`src/rtl/axis_fifo_wr_arbiter_pkg.sv`:
```
// Shared definitions for the AXI-Stream to async FIFO write arbiter:
// FSM state encoding and FIFO word field layout helpers. The field
// offsets are also meant for the read-side demultiplexer.
package axis_fifo_wr_arbiter_pkg;

    typedef enum logic [0:0] {
        ST_IDLE = 1'b0,
        ST_LOCK = 1'b1
    } arb_state_t;

    // Bit position of the 'last' flag inside a FIFO word.
    function automatic int last_bit(input int data_width);
        return data_width;
    endfunction

    // LSB of the source-id field inside a FIFO word.
    function automatic int src_lsb(input int data_width);
        return data_width + 1;
    endfunction

    // Width of a source index; at least one bit.
    function automatic int src_width(input int num_src);
        return (num_src > 1) ? $clog2(num_src) : 1;
    endfunction

endpackage

```
`src/rtl/axis_fifo_wr_arbiter_rr_pick.sv`:
```
// Round-robin picker: returns the first set request found when searching
// upward from i_ptr, wrapping at N. Works for non-power-of-two N.
module axis_fifo_wr_arbiter_rr_pick
    import axis_fifo_wr_arbiter_pkg::*;
#(
    parameter  int N     = 4,
    localparam int SRC_W = src_width(N)
) (
    input  logic [N-1:0]     i_req,
    input  logic [SRC_W-1:0] i_ptr,
    output logic [SRC_W-1:0] o_gnt_idx,
    output logic             o_gnt_vld
);

    logic [SRC_W:0]   w_sum;
    logic [SRC_W-1:0] w_idx;

    // Rotate the search start to i_ptr and take the first requester.
    always_comb begin
        o_gnt_idx = '0;
        o_gnt_vld = 1'b0;
        w_sum     = '0;
        w_idx     = '0;
        for (int k = 0; k < N; k++) begin
            // i_ptr < N and k < N, so one subtraction is enough to wrap
            w_sum = {1'b0, i_ptr} + (SRC_W+1)'(k);
            if (w_sum >= (SRC_W+1)'(N)) begin
                w_idx = SRC_W'(w_sum - (SRC_W+1)'(N));
            end else begin
                w_idx = SRC_W'(w_sum);
            end
            if (!o_gnt_vld && i_req[w_idx]) begin
                o_gnt_vld = 1'b1;
                o_gnt_idx = w_idx;
            end else begin
                o_gnt_vld = o_gnt_vld;
            end
        end
    end

endmodule

```
`src/rtl/axis_fifo_wr_arbiter.sv`:
```
// Packet-locked round-robin arbiter sharing one async FIFO write port
// among NUM_SRC AXI-Stream sources. Each FIFO word is {src_id, last, data}.
// A grant is held until the granted source's last beat (or the forced
// beat at MAX_PKT_BEATS) is written; one idle cycle separates packets.
module axis_fifo_wr_arbiter
    import axis_fifo_wr_arbiter_pkg::*;
#(
    parameter  int NUM_SRC       = 4,
    parameter  int DATA_WIDTH    = 32,
    parameter  int MAX_PKT_BEATS = 256,
    localparam int SRC_W         = src_width(NUM_SRC),
    localparam int FIFO_W        = SRC_W + 1 + DATA_WIDTH
) (
    input  logic                          clk,
    input  logic                          rst,
    input  logic [NUM_SRC*DATA_WIDTH-1:0] s_axis_tdata,
    input  logic [NUM_SRC-1:0]            s_axis_tvalid,
    input  logic [NUM_SRC-1:0]            s_axis_tlast,
    output logic [NUM_SRC-1:0]            s_axis_tready,
    output logic [FIFO_W-1:0]             fifo_din,
    output logic                          fifo_wr_en,
    input  logic                          fifo_full,
    output logic                          busy,
    output logic [SRC_W-1:0]              cur_src,
    output logic [31:0]                   pkt_cnt,
    output logic                          oversize_err
);

    localparam int              BEAT_W     = $clog2(MAX_PKT_BEATS) + 1;
    localparam logic [BEAT_W-1:0] BEAT_LIMIT = BEAT_W'(MAX_PKT_BEATS - 1);
    localparam int              LAST_BIT   = last_bit(DATA_WIDTH);
    localparam int              SRC_LSB    = src_lsb(DATA_WIDTH);

    arb_state_t        r_state;
    logic [SRC_W-1:0]  r_grant;
    logic [SRC_W-1:0]  r_rr_ptr;
    logic [BEAT_W-1:0] r_beat_cnt;
    logic [31:0]       r_pkt_cnt;
    logic              r_oversize_err;

    logic [SRC_W-1:0]      w_pick_idx;
    logic                  w_pick_vld;
    logic                  w_in_lock;
    logic                  w_sel_valid;
    logic                  w_sel_last;
    logic [DATA_WIDTH-1:0] w_sel_data;
    logic                  w_limit_hit;
    logic                  w_last_eff;
    logic                  w_accept;
    logic [NUM_SRC-1:0]    w_ready;
    logic [FIFO_W-1:0]     w_din;
    logic [SRC_W-1:0]      w_next_ptr;

    axis_fifo_wr_arbiter_rr_pick #(
        .N (NUM_SRC)
    ) u_rr_pick (
        .i_req     (s_axis_tvalid),
        .i_ptr     (r_rr_ptr),
        .o_gnt_idx (w_pick_idx),
        .o_gnt_vld (w_pick_vld)
    );

    assign w_in_lock = (r_state == ST_LOCK);

    // Granted-source mux, handshake and FIFO word assembly while locked.
    always_comb begin
        w_sel_valid = 1'b0;
        w_sel_last  = 1'b0;
        w_sel_data  = '0;
        w_limit_hit = 1'b0;
        w_last_eff  = 1'b0;
        w_accept    = 1'b0;
        w_ready     = '0;
        w_din       = '0;
        if (w_in_lock) begin
            w_sel_valid = s_axis_tvalid[r_grant];
            w_sel_last  = s_axis_tlast[r_grant];
            w_sel_data  = s_axis_tdata[r_grant*DATA_WIDTH +: DATA_WIDTH];
            w_limit_hit = (r_beat_cnt == BEAT_LIMIT);
            w_last_eff  = w_sel_last | w_limit_hit;
            w_accept    = w_sel_valid & ~fifo_full;
            // ready follows only the FIFO, so a dropped tvalid never loses the grant
            w_ready[r_grant]            = ~fifo_full;
            w_din[DATA_WIDTH-1:0]       = w_sel_data;
            w_din[LAST_BIT]             = w_last_eff;
            w_din[SRC_LSB +: SRC_W]     = r_grant;
        end else begin
            w_accept = 1'b0;
        end
    end

    // Pointer to the source after the current grant, wrapping at NUM_SRC.
    always_comb begin
        w_next_ptr = '0;
        if (r_grant == SRC_W'(NUM_SRC - 1)) begin
            w_next_ptr = '0;
        end else begin
            w_next_ptr = r_grant + SRC_W'(1);
        end
    end

    // Arbitration FSM with beat/packet counters and sticky oversize flag.
    always_ff @(posedge clk or posedge rst) begin
        if (rst) begin
            r_state        <= ST_IDLE;
            r_grant        <= '0;
            r_rr_ptr       <= '0;
            r_beat_cnt     <= '0;
            r_pkt_cnt      <= '0;
            r_oversize_err <= 1'b0;
        end else begin
            case (r_state)
                ST_IDLE: begin
                    if (w_pick_vld) begin
                        r_grant    <= w_pick_idx;
                        r_beat_cnt <= '0;
                        r_state    <= ST_LOCK;
                    end else begin
                        r_state <= ST_IDLE;
                    end
                end
                ST_LOCK: begin
                    if (w_accept) begin
                        if (w_last_eff) begin
                            r_beat_cnt <= '0;
                            r_pkt_cnt  <= r_pkt_cnt + 32'd1;
                            r_rr_ptr   <= w_next_ptr;
                            r_state    <= ST_IDLE;
                            // forced cut: remaining beats come back as a new packet
                            if (w_limit_hit && !w_sel_last) begin
                                r_oversize_err <= 1'b1;
                            end else begin
                                r_oversize_err <= r_oversize_err;
                            end
                        end else begin
                            r_beat_cnt <= r_beat_cnt + BEAT_W'(1);
                        end
                    end else begin
                        r_state <= ST_LOCK;
                    end
                end
                default: begin
                    r_state <= ST_IDLE;
                end
            endcase
        end
    end

    assign s_axis_tready = w_ready;
    assign fifo_wr_en    = w_accept;
    assign fifo_din      = w_din;
    assign busy          = w_in_lock;
    assign cur_src       = r_grant;
    assign pkt_cnt       = r_pkt_cnt;
    assign oversize_err  = r_oversize_err;

endmodule

```
`config.mk`:
```
export PLATFORM = sky130hd
export DESIGN_NAME = axis_fifo_wr_arbiter
export DESIGN_NICKNAME = d
export VERILOG_FILES = /design/src/rtl/axis_fifo_wr_arbiter_pkg.sv /design/src/rtl/axis_fifo_wr_arbiter_rr_pick.sv /design/src/rtl/axis_fifo_wr_arbiter.sv
export SDC_FILE = /design/constraint.sdc
export NUM_CORES = 1
export LEC_CHECK = 0
export ABC_CLOCK_PERIOD_IN_PS = 5500
export CORE_MARGIN = 3
export CORE_UTILIZATION = 41
export CTS_BUF_LIST = sky130_fd_sc_hd__clkbuf_8
export CTS_CLUSTER_SIZE = 28
export DETAILED_ROUTE_END_ITERATION = 8
export GPL_ROUTABILITY_DRIVEN = 1
export PLACE_DENSITY_LB_ADDON = 0.2
export SLEW_MARGIN = 0
export SYNTH_ARGS = -nofsm -noshare
export SYNTH_HDL_FRONTEND = slang
export SYNTH_SLANG_ARGS = --single-unit
```
`constraint.sdc`:
```
create_clock -name clk -period 5.5 [get_ports clk]
set_clock_uncertainty 0.2 [all_clocks]
set_input_delay 0.825 -clock clk [delete_from_list [all_inputs] [get_ports clk]]
set_output_delay 0.825 -clock clk [all_outputs]
set_load 0.02 [all_outputs]
```
Yosys cells after proc, flatten, opt, wreduce, memory -nomap -nowiden. Cells that the tools add are included. W data, S select, Z words.

Bits in latches: 0. Logic and storage cells: 90. Memory bits (read-only): 0. Output and inout bits: 76. Register bits after elaboration: 47. RAM bits: 0. Memories: 0.

Eq/ne operators: 4. Shifts and indexed selects: 1. Reduce and logical (&&, ||, !) cells: 13. Multipliers: 0. Bitwise gates (word level): 5. Order comparisons: 10. Add/sub/neg operators: 10. Div/mod/pow operators: 0. Mux-type cells: 41.

Operator list (number): $shiftx A128 B8 Y32 (1); $mux W35 (1); $add A32 B1 Y32 const B (1); $mux W9 (3); $mux W1 (18); $mux W2 (9); $pmux W9 S2 (1); $lt A2 B3 Y1 const B (5); $bmux W1 S2 (6); $add A9 B1 Y9 const B (1); $eq A9 B8 Y1 const B (1); $ge A3 B3 Y1 const B (3); $sub A2 B1 Y2 const B (4); $add A2 B2 Y3 const B (2); $logic_and A1 B1 Y1 (5); $and A4 B4 Y4 (1); $logic_not A1 Y1 (4); $mux W4 (1); $reduce_and A2 Y1 (2); $reduce_and A4 Y1 (1); $add A2 B1 Y3 const B (1); $ge A2 B3 Y1 const B (1); $reduce_and A3 Y1 (1); $add A2 B1 Y2 const B (1); 9 further kinds (10).

Logic depth before layout (Yosys ltp).
Depth in word-level cells: 16. Mapped depth: 11. Gate-level depth less buffers: 10.

By module. Synthesis repeated with hierarchy kept, for this count alone.

Cell total of the unflattened synthesis: 336. Area total of the unflattened synthesis: 3523.4 sq um.

Modules (own cells, without submodules): axis_fifo_wr_arbiter (instances 1, cells each 321, area an instance 3445.8 sq um); axis_fifo_wr_arbiter_rr_pick (instances 1, cells each 15, area an instance 77.6 sq um).

Worst setup path before layout. No wires, ideal clock.

Path kind: register to output. Start: reg r_grant[0] (netlist: cur_src[0]). End: out fifo_din[26]. Buffers on the path: 2. Arrival: 2003 ps. Required time: 4475 ps. Stages on the path, launching flop included: 5. Setup slack: 2472 ps. Cells stage by stage: dfrtp_1 buf_2 buf_1 mux4_2 and2_1.

Word-level cells in the longest chain between the ends: 2.

RTL lines: start: declaration (line axis_fifo_wr_arbiter.sv:35) `logic [SRC_W-1:0] r_grant;`; start signal: assignment (line axis_fifo_wr_arbiter.sv:115) `r_grant <= w_pick_idx;`; $shiftx A128 B8 Y32 (line axis_fifo_wr_arbiter.sv:78) `w_sel_data = s_axis_tdata[r_grant*DATA_WIDTH +: DATA_WIDTH];`; $mux W35 (line axis_fifo_wr_arbiter.sv:75) `if (w_in_lock) begin`; end: declaration (line axis_fifo_wr_arbiter.sv:20) `output logic [FIFO_W-1:0] fifo_din,`.

Every way passes these cells.

Worst setup path in the final report.
Start: reg r_beat_cnt[0]. End: out fifo_din[32].

Word-level cells in the longest chain between the ends: 3.

RTL lines: start: declaration (line axis_fifo_wr_arbiter.sv:37) `logic [BEAT_W-1:0] r_beat_cnt;`; start signal: assignment (line axis_fifo_wr_arbiter.sv:136) `r_beat_cnt <= r_beat_cnt + BEAT_W'(1);`; $eq A9 B8 Y1 (line axis_fifo_wr_arbiter.sv:79) `w_limit_hit = (r_beat_cnt == BEAT_LIMIT);`; $or A1 B1 Y1 (line axis_fifo_wr_arbiter.sv:80) `w_last_eff = w_sel_last | w_limit_hit;`; $mux W35 (line axis_fifo_wr_arbiter.sv:75).

Every way passes these cells.

==> flow_summary.json <==
{
  "dpl.hpwl_mm": 10.1,
  "cts_sinks": 47,
  "clockRootBuffer": "clkbuf_8",
  "r2r-end": "pkt_cnt[28]$_DFFE_PP0P_",
  "areaGrowthSynthToFinish_pct": 67.0,
  "end_kind": "output port",
  "worst_slew_pin_slew_ps": 955,
  "period_needed_ps": 4080,
  "p_leak_nw": 2.33,
  "swShare_pct": 40.9,
  "ir_worst_vdd_mv": 0.248,
  "tns_ps": 0,
  "power_density_nw_per_um2": 352,
  "initial_core_util_pct": 43.4,
  "setup_ws_ps": 1420,
  "io_pins": 215,
  "via_per_inst": 5.48,
  "clk_pin_slew_ps": 90,
  "antenna_cells": 0,
  "holdPathEnd": "oversize_err$_DFFE_PP0P_",
  "crit_chain": "ha_1 -> and3_1 -> and3_1 -> and3_1 -> ha_1 -> nor2b_1 -> a22oi_1 -> and2_1 -> clkdlybuf4s50_1",
  "die_x_um": 97.6,
  "hp-start": "oversize_err$_DFFE_PP0P_",
  "cpMostUsedCell": "and3_1",
  "synth_cell_types": 42,
  "cts_setup_buffers": 0,
  "async_flop_share_pct": 100,
  "final_area_um2": 5750,
  "worstSkewPairLatency_ps": 300,
  "grt_pass1_wl_mm": 19.7,
  "max_freq_mhz": 245,
  "maxSlewHeadroom_pct": 36.2,
  "syn_avg_cell_area_um2": 10.6,
  "p_sw_w": 0.000827,
  "min_delay_path_depth": 1,
  "synth_cells": 324,
  "cap_violations": 0,
  "gp_congestion": 0.922,
  "final_nets": 677,
  "final_util_pct": 72.5,
  "routed_wirelength_mm": 12.5,
  "hp-class": "reg2reg",
  "pre_cts_ws_ps": 1670,
  "postPlaceCellArea_um2": 5660,
  "path_class": "reg2out",
  "syn-num-nets": 470,
  "worstRegToRegCells": 10,
  "wl_per_cell_um": 19.7,
  "power_frac_clock_pct": 10.5,
  "die-area_um2": 9530,
  "comb_power_share_pct": 64.9,
  "io_buffers": 214,
  "critPathSlowestCell": "clkdlybuf4s50_1",
  "yosysSeqAreaShare_pct": 34.2,
  "crit_fanout": 7,
  "grt_max_degree": 48,
  "pwr-share-seq_pct": 24.7,
  "slowest_delay_ps": 620,
  "startpoint": "r_beat_cnt[0]$_DFFE_PP0P_",
  "arrival_ps": 3060,
  "grt-ovfl-total": 0,
  "reg2reg_slack_ps": 1870,
  "synthTopCellsByCount": "47 x dfrtp_1, 39 x and2_1, 32 x mux4_2",
  "drc": 0,
  "grtUsageTotal_pct": 26.1,
  "vias": 3477,
  "cts_tree": "built",
  "total_power_w": 0.00202,
  "fillers": 608,
  "antenna_found_initial": 0,
  "timing.rr.start": "r_beat_cnt[0]$_DFFE_PP0P_",
  "first_iter_violations": 93,
  "status": "complete, no violations",
  "rows": 32,
  "synth.area.top_cells": "dfrtp_1 34%, mux4_2 21%, and2_1 7.1%",
  "yosys.area.top_type": "dfrtp_1",
  "slew_violations": 0,
  "syn-cell-area_um2": 3440,
  "post_cts_resized": 0,
  "drive_gt1_share_pct": 9.96,
  "power.internal_w": 0.00119,
  "design.core.area_um2": 7930,
  "finalCritPeriodShare_pct": 74.3,
  "synth_edf_count": 0,
  "synth_top_flop_cell": "dfrtp_1",
  "ff_latch_area_um2": 1180,
  "yosysTopAreaCellShare_pct": 34.2,
  "ys_seq_elements": 47,
  "cts-buffers-inserted": 5,
  "die_h_um": 97.6,
  "critPathBufInv": 1,
  "multi_input_area_um2": 2150,
  "required_ps": 4470,
  "setup.worst_path.start_class": "flip-flop",
  "yosys_warnings": 0,
  "synth_most_common_cell": "dfrtp_1",
  "finalSetupViolCount": 0,
  "hold_buffers": 0,
  "critPathTopFamily": "simple AND/OR/NAND/NOR gates",
  "dr.pass1.iters": 5,
  "grt_pass1_vias": 3564,
  "rsz0062_at_grt": "no",
  "clk_path_buf_depth": 2,
  "hold_viol_final": 0,
  "drtAntennaViolNets": 0,
  "htree_levels": 2
}
-- sequential cells by signal (all words and copies together), names as in the netlist --
signal,count
pkt_cnt,32
r_beat_cnt,9
cur_src,2
r_rr_ptr,2
busy,1
oversize_err,1
-- worst reg2reg max path, cell delays in order, from the launching register on --
cell and delay (ps):
dfrtp_1 410, ha_1 190, and3_1 190, and3_1 180
and3_1 170, ha_1 210, nor2b_1 60, a22oi_1 530
nand3b_1 710, nor4_1 540, xor2_1 180
-- power groups by stage --
stage / Combinational [W] / Clock, W / Sequential [W]
2_1_floorplan: 0.000793 / 0 / 0.000456
3_3_place_gp: 0.00130 / 0 / 0.000504
3_5_place_dp: 0.00132 / 0 / 0.000507
4_1_cts: 0.00132 / 0.000214 / 0.000502
5_1_grt: 0.00140 / 0.000231 / 0.000517
6_report: 0.00131 / 0.000212 / 0.000499
-- worst max path at each step --
stage,cells past startpoint,slack [ps],end
3_3_place_gp,5,1670,fifo_din[32]
3_5_place_dp,5,1670,fifo_din[32]
4_1_cts,9,1400,fifo_din[32]
5_1_grt,9,1140,fifo_din[32]
6_report,9,1420,fifo_din[32]
2_1_floorplan,4,2470,fifo_din[26]
-- through the flow --
stage | hold slack [ps] | instances
after floorplan | 288 | 324
after global placement | 258 | 626
after detailed placement | 257 | 626
after CTS | 278 | 634
after global routing | 287 | 634
final | 275 | 634
-- routing by layer --
metal  track usage (%)  up-vias  share of wire [%]
li1                  -     1593                  -
met1              30.3     1706                 38
met2              45.6      142                 51
met3              5.81       36                6.5
met4              12.5        0                4.9
met5                 0        -                  0
-- layout by cell type (no fill, tap or decap), drive strengths merged, types with 3 or more instances in the layout --
master         netlist  final
mux4                32     32
nand2               22     22
mux2i                5      5
xor2                19     19
a22o                 7      7
clkbuf               8      5
nor3                12     12
clkdlybuf4s50        0    214
nand4                8      8
nor4                 9      9
ha                   7      7
and2                40     40
a21oi                3      3
inv                 13     14
nand3               12     12
and3                 7      7
nand2b               4      4
xnor2               12     12
nor2                15     15
nor2b                7      7
o21ai               10     10
dfrtp               47     47
-- cell type report --
class                           count  area share, %
Tap cell                          102           2.22
Inverter                           13          0.849
Sequential cell                    47           20.5
Clock buffer                        5           1.20
Timing Repair Buffer              216           37.5
Clock inverter                      3          0.327
Multi-Input combinational cell    248           37.4
-- kinds of logic (layout without fill, tap and decap cells) --
kind of cell / after synthesis / count (layout) / synth area share (%)
AND/OR/NAND/NOR: 144 / 144 / 23.8
flip-flops: 47 / 47 / 34.2
multiplexers: 37 / 37 / 22.4
XOR/XNOR: 31 / 31 / 7.89
AO/OA/AOI/OAI: 29 / 29 / 5.78
buffers and inverters: 29 / 237 / 3.42
adder cells (fa/ha/maj): 7 / 7 / 2.54
Note: power is estimated with default switching activity, not from simulation.
